<file path="src/rtl/serial_adder_ctrl.sv">
// Bit-serial adder sequencer: one full_adder cell, one bit pair per clock, LSB first.
// Trades WIDTH+2 cycles of latency per operation for a single-bit datapath.

module full_adder (
    input  logic A,
    input  logic B,
    input  logic Cin,
    output logic Sum,
    output logic Cout
);
    assign Sum  = A ^ B ^ Cin;
    assign Cout = (A & B) | (Cin & (A ^ B));
endmodule

module serial_adder_ctrl #(
    parameter int WIDTH = 8
) (
    input  logic             clk,
    input  logic             rst_n,
    input  logic             start,
    input  logic [WIDTH-1:0] a,
    input  logic [WIDTH-1:0] b,
    input  logic             cin,
    output logic             busy,
    output logic             done,
    output logic [WIDTH-1:0] sum,
    output logic             cout
);
    localparam int CNT_W = $clog2(WIDTH);

    typedef enum logic [1:0] {
        IDLE,
        RUN,
        DONE
    } state_t;

    state_t             state_reg;
    logic [WIDTH-1:0]   a_sh_reg;
    logic [WIDTH-1:0]   b_sh_reg;
    logic [WIDTH-1:0]   res_sh_reg;
    logic               carry_reg;
    logic [CNT_W-1:0]   cnt_reg;
    logic [WIDTH-1:0]   sum_reg;
    logic               cout_reg;

    logic               fa_sum;
    logic               fa_cout;
    logic [WIDTH-1:0]   res_next;
    logic               unused_res_lsb;

    full_adder u_fa (
        .A    (a_sh_reg[0]),
        .B    (b_sh_reg[0]),
        .Cin  (carry_reg),
        .Sum  (fa_sum),
        .Cout (fa_cout)
    );

    // New bit enters at the MSB so after WIDTH shifts bit 0 of the result sits at bit 0.
    assign res_next       = {fa_sum, res_sh_reg[WIDTH-1:1]};
    assign unused_res_lsb = res_sh_reg[0];

    always_ff @(posedge clk or negedge rst_n) begin
        if (!rst_n) begin
            state_reg  <= IDLE;
            a_sh_reg   <= '0;
            b_sh_reg   <= '0;
            res_sh_reg <= '0;
            carry_reg  <= 1'b0;
            cnt_reg    <= '0;
            sum_reg    <= '0;
            cout_reg   <= 1'b0;
        end else begin
            case (state_reg)
                IDLE: begin
                    if (start) begin
                        a_sh_reg  <= a;
                        b_sh_reg  <= b;
                        carry_reg <= cin;
                        cnt_reg   <= '0;
                        state_reg <= RUN;
                    end
                end
                RUN: begin
                    a_sh_reg   <= {1'b0, a_sh_reg[WIDTH-1:1]};
                    b_sh_reg   <= {1'b0, b_sh_reg[WIDTH-1:1]};
                    res_sh_reg <= res_next;
                    carry_reg  <= fa_cout;
                    cnt_reg    <= cnt_reg + 1'b1;
                    if (cnt_reg == CNT_W'(WIDTH - 1)) begin
                        sum_reg   <= res_next;
                        cout_reg  <= fa_cout;
                        state_reg <= DONE;
                    end
                end
                DONE: begin
                    state_reg <= IDLE;
                end
                default: begin
                    state_reg <= IDLE;
                end
            endcase
        end
    end

    assign busy = (state_reg == RUN);
    assign done = (state_reg == DONE);
    assign sum  = sum_reg;
    assign cout = cout_reg;

endmodule

</file>
<file path="config.mk">
export PLATFORM = sky130hd
export DESIGN_NAME = serial_adder_ctrl
export DESIGN_NICKNAME = d
export VERILOG_FILES = /design/src/rtl/serial_adder_ctrl.sv
export SDC_FILE = /design/constraint.sdc
export NUM_CORES = 1
export LEC_CHECK = 0
export ABC_AREA = 1
export BUFFER_PORTS_ARGS = -buffer_cell sky130_fd_sc_hd__buf_2
export CAP_MARGIN = 40
export CORE_ASPECT_RATIO = 1.4
export CORE_UTILIZATION = 59
export DETAILED_ROUTE_END_ITERATION = 7
export PLACE_DENSITY = 0.85
export RECOVER_POWER = 50
export SLEW_MARGIN = 20
export SYNTH_ARGS = -nofsm -noshare
export SYNTH_HDL_FRONTEND = slang
export SYNTH_SLANG_ARGS = --single-unit
</file>
<file path="constraint.sdc">
create_clock -name clk -period 3 [get_ports clk]
set_clock_uncertainty 0.05 [all_clocks]
set_input_delay 0.15 -clock clk [delete_from_list [all_inputs] [get_ports clk]]
set_output_delay 0.15 -clock clk [all_outputs]
set_load 0.05 [all_outputs]
</file>
==> Word level (Yosys, flattened, before mapping) <==
Cells that the tools add are included.
{ "totals": {"ff_bits": 39, "latchBits": 0, "mem_bits_rw": 0, "rom_bits": 0, "inputBits": 20, "out_inout_bits": 11, "elab_cells": 35, "mem_count": 0} }
{ "classes": {"addsub": 1, "n_mul": 0, "div": 0, "order_cmp": 0, "n_eq_ne": 5, "shifts": 0, "mux": 11, "bitwise_logic": 5, "n_reduce_logical": 5} }
{ "op_table": {"columns": ["op", "n"], "rows": [
  ["8-bit one-hot mux with 2 select lines", 2],
  ["8-bit 2-to-1 mux", 2],
  ["3-bit one-hot mux with 2 select lines", 1],
  ["2-bit AND reduction", 3],
  ["2-bit 2-to-1 mux", 2],
  ["2-bit one-hot mux with 2 select lines", 1],
  ["3-bit by 1-bit adder with 3-bit output, second input constant", 1],
  ["3-bit equality test, second input constant", 1],
  ["3-bit 2-to-1 mux", 1],
  ["1-bit bitwise AND", 2],
  ["2-bit by 1-bit equality test with 1-bit output, second input constant", 1],
  ["2-bit equality test, second input constant", 1],
  ["2-bit zero test", 1],
  ["2-bit by 1-bit inequality test with 1-bit output, second input constant", 1],
  ["2-bit inequality test, second input constant", 1],
  ["1-bit one-hot mux with 2 select lines", 1],
  ["2-bit nonzero test", 1],
  ["1-bit XOR", 2],
  ["1-bit 2-to-1 mux", 1],
  ["1-bit OR", 1]
]} }

==> Depth between registers and ports, before layout <==
{ "logic_depth": {"word_depth": 4, "mapped_depth": 7, "depth_no_buf": 6} }

==> Cells and area by module <==
A second synthesis with hierarchy kept.
{ "hier_totals": {"hier_cells": 222, "area_unflattened_um2": 1846.8} }
{ "by_module_without_submodules": {"columns": ["module", "instances", "cells_per_inst", "area_each_um2", "seq_area_each_um2"], "rows": [
  ["serial_adder_ctrl", 1, 221, 1826.8, 950.9],
  ["full_adder", 1, 1, 20.0, 0.0]
]} }

==> Worst setup path after synthesis <==
No wires, ideal clock.
{ "synth_path": {"path_type": "register to output", "startpoint": "register state_reg[1]", "endpoint": "output port done", "arrival_ps": 1386, "required_time_ps": 2800, "slack_ps": 1414, "stages_incl_launch_ff": 5, "path_buffers": 2, "cell_sequence": "dfrtp_1 > inv_1 > buf_6 > buf_2 > nor2_1"} }
{ "synth_between": {"elab_chain_cells": 1} }
{ "synth_rtl": {"columns": ["item", "line", "rtl"], "rows": [
  ["from (decl)", "37", "state_t state_reg;"],
  ["from (signal assigned)", "65", "state_reg <= IDLE;"],
  ["from (signal assigned)", "81", "state_reg <= RUN;"],
  ["from (signal assigned)", "93", "state_reg <= DONE;"],
  ["2-bit equality test", "107", "assign done = (state_reg == DONE);"],
  ["to (decl)", "25", "output logic done,"]
]} }
Every way passes these cells.

==> Worst setup path after layout <==
{ "layout_path": {"startpoint": "register state_reg[0]", "endpoint": "output port busy"} }
{ "layout_between": {"elab_chain_cells": 1} }
{ "layout_rtl": {"columns": ["item", "line", "rtl"], "rows": [
  ["2-bit by 1-bit equality test with 1-bit output", "106", "assign busy = (state_reg == RUN);"],
  ["to (decl)", "24", "output logic busy,"]
]} }
Every way passes these cells.

==> run metrics <==
Reg clk slew, reported paths 0.07 ns; Inserted Diodes 0; status completed; Cells after Synth 222; main combinational cell family by area after synthesis simple AND/OR/NAND/NOR gates; global route overflow 0; Mapped Nets 245; first-pass GRT wire length 6.00 mm; routed len/inst 11.9 um; Fin Setup TNS 0 ns; Min-Delay Path Class input port to register; Placeable Area 2940 um2; Final Max Tran Viols 0; Synth Area per Inst 8.33 um2; Ys Warns 0; Final setup viols 0; HPWL after DPL 2.31 mm; via count 1460; number of buffers created by CTS 5; reg2reg path depth 6; First-pass DRT Iterations 4; vias in the first global route 1486; min Tclk post-route 1.80 ns; Synth cell types 18; Hold Path Stages 3; Avg Vias per Cell 5.03; gr usage total 24.2%; crit-path max FO 19; initial DRC count 33; final hold vios 0; Post-Synth XOR/XNOR Area 0%; share of cells above drive strength 1 19.4%; Synth Register Bits 38; TritonCTS clock tree yes; H-Tree Depth 2; power per cell area 1140 nW/um2; f_max 556 MHz; # resized after CTS 0; Least-Margin Pin Slew 1.03 ns; clock tree buffer depth 2; CP arrival 1.60 ns; leakage 1.19 nW; Slew headroom 31.2%; adder-cell share of the synthesized area 2.44%; sequential element share of the synthesized area 51.4%; post-route ant nets 0; Die Height 68.2 um; RSZ-0062 raised after global routing false; clock root cell clkbuf_8; critical path launch point type register; largest net degree at the start of global routing 39; IO buf count 30; clk_lat worst skew 0.29 ns; number of I/O pins 31; Synth Area in Simple Gates 25.3%; dpl cell area 1970 um2; Final nets 275; post-route design area 2110 um2; Die W 49.3 um; Area Overhead vs Synth 14.3%; mapped cell area 1850 um2; die area 3370 um2; Starting Density 63.0%; Crit. End Element primary output; Final period util 60.0%; initial antenna violation count 0; mux contribution to synthesized area 0%; Critical Path RT 2.80 ns; Max Cap Viol 0; Max rail drop VDD 0.737 mV; final WL 3.45 mm; Clock Sinks 38; Synth Area in Compound Gates 7.85%; CP Class register to primary output; gpl congestion 0.784; Rows 23; DRC violations left 0
worst max-delay path: stages (launching register included):
cell     delay [ns]
dfrtp_1        0.78
inv_4          0.07
nor2_4         0.17
buf_2          0.29
power breakdown:
part | total (mW) | switching [mW] | internal [mW] | leakage [nW]
clock | 0.407 | 0.175 | 0.232 | 0.0575
combinational | 1.07 | 0.736 | 0.337 | 0.667
sequential | 0.926 | 0.171 | 0.755 | 0.470
final timing paths:
check,from,endpoint,slack (ns)
max,state_reg[0],busy,1.20
min,b[7],b_sh_reg[7],0.06
min in group asynchronous,rst_n,b_sh_reg[6],0.50
max reg2reg,state_reg[1],a_sh_reg[6],1.29
max in group asynchronous,rst_n,cnt_reg[2],1.76
min reg2reg,cnt_reg[2],cnt_reg[2],0.43
synthesized netlist by cell type, drive strengths merged:
cell type	instances	area, um2
ha	2	25.0
nor2	3	18.8
inv	42	160
a21oi	1	8.76
dfrtp	38	951
buf	9	76.3
fa	1	20.0
clkbuf	1	3.75
nand3	31	155
o21ai	19	136
nand2	75	294
metal layers:
layer / GRT usage (%) / vias to the layer above / wire [um]
met4: 15.4 / 0 / 111
met1: 24.8 / 687 / 1430
met2: 44.7 / 33 / 1790
li1: - / 729 / -
met3: 5.33 / 11 / 119
met5: 0 / - / 0
cell usage in the layout, fill, tap and decap left out:
master         count
inv_1             41
clkbuf_1           6
o21ai_4            1
o21ai_2            8
dlygate4sd3_1      1
buf_4              1
ha_1               2
dfrtp_1           38
nand3_1           31
nand2_4            1
buf_2             24
fa_1               1
buf_16             1
a21oi_2            1
nand2_2            2
inv_4              1
nand2_1           72
clkbuf_8           8
nor2_4             1
nor2_1             2
o21ai_0           10
what timing repair did:
item                      in CTS  in global routing
hold endpoints to repair      38                  0
hold buffers                   1                  0
buffers inserted               0                  0
layout make-up:
| type | count | area, um2 |
|---|---|---|
| clock buffer | 8 | 110 |
| fill | 257 | 822 |
| inverter | 42 | 160 |
| multi-input combinational | 132 | 658 |
| sequential | 38 | 951 |
| tap | 37 | 46.3 |
| timing repair buffer | 33 | 188 |
stage by stage:
| step | utilization (%) | setup WS, ns | std cells | power, mW | hold slack [ns] |
|---|---|---|---|---|---|
| 2_1_floorplan | - | 1.41 | 222 | 1.80 | -0.196 |
| 3_3_place_gp | 67.2 | 1.37 | 280 | 1.97 | 0.240 |
| 3_5_place_dp | 67.2 | 1.33 | 280 | 2.02 | 0.249 |
| 4_1_cts | 71.3 | 1.19 | 289 | 2.44 | 0.0516 |
| 5_1_grt | 72.0 | 1.08 | 290 | 2.61 | 0.0540 |
| 6_report | 72.0 | 1.20 | 290 | 2.41 | 0.0563 |
kinds of logic after synthesis:
family,after synthesis
and+or+nand+nor,109
buffers and inverters,52
DFF,38
AOI/OAI and AO/OA,20
adders and majority gates,3
(Power assumes the default switching activity.)
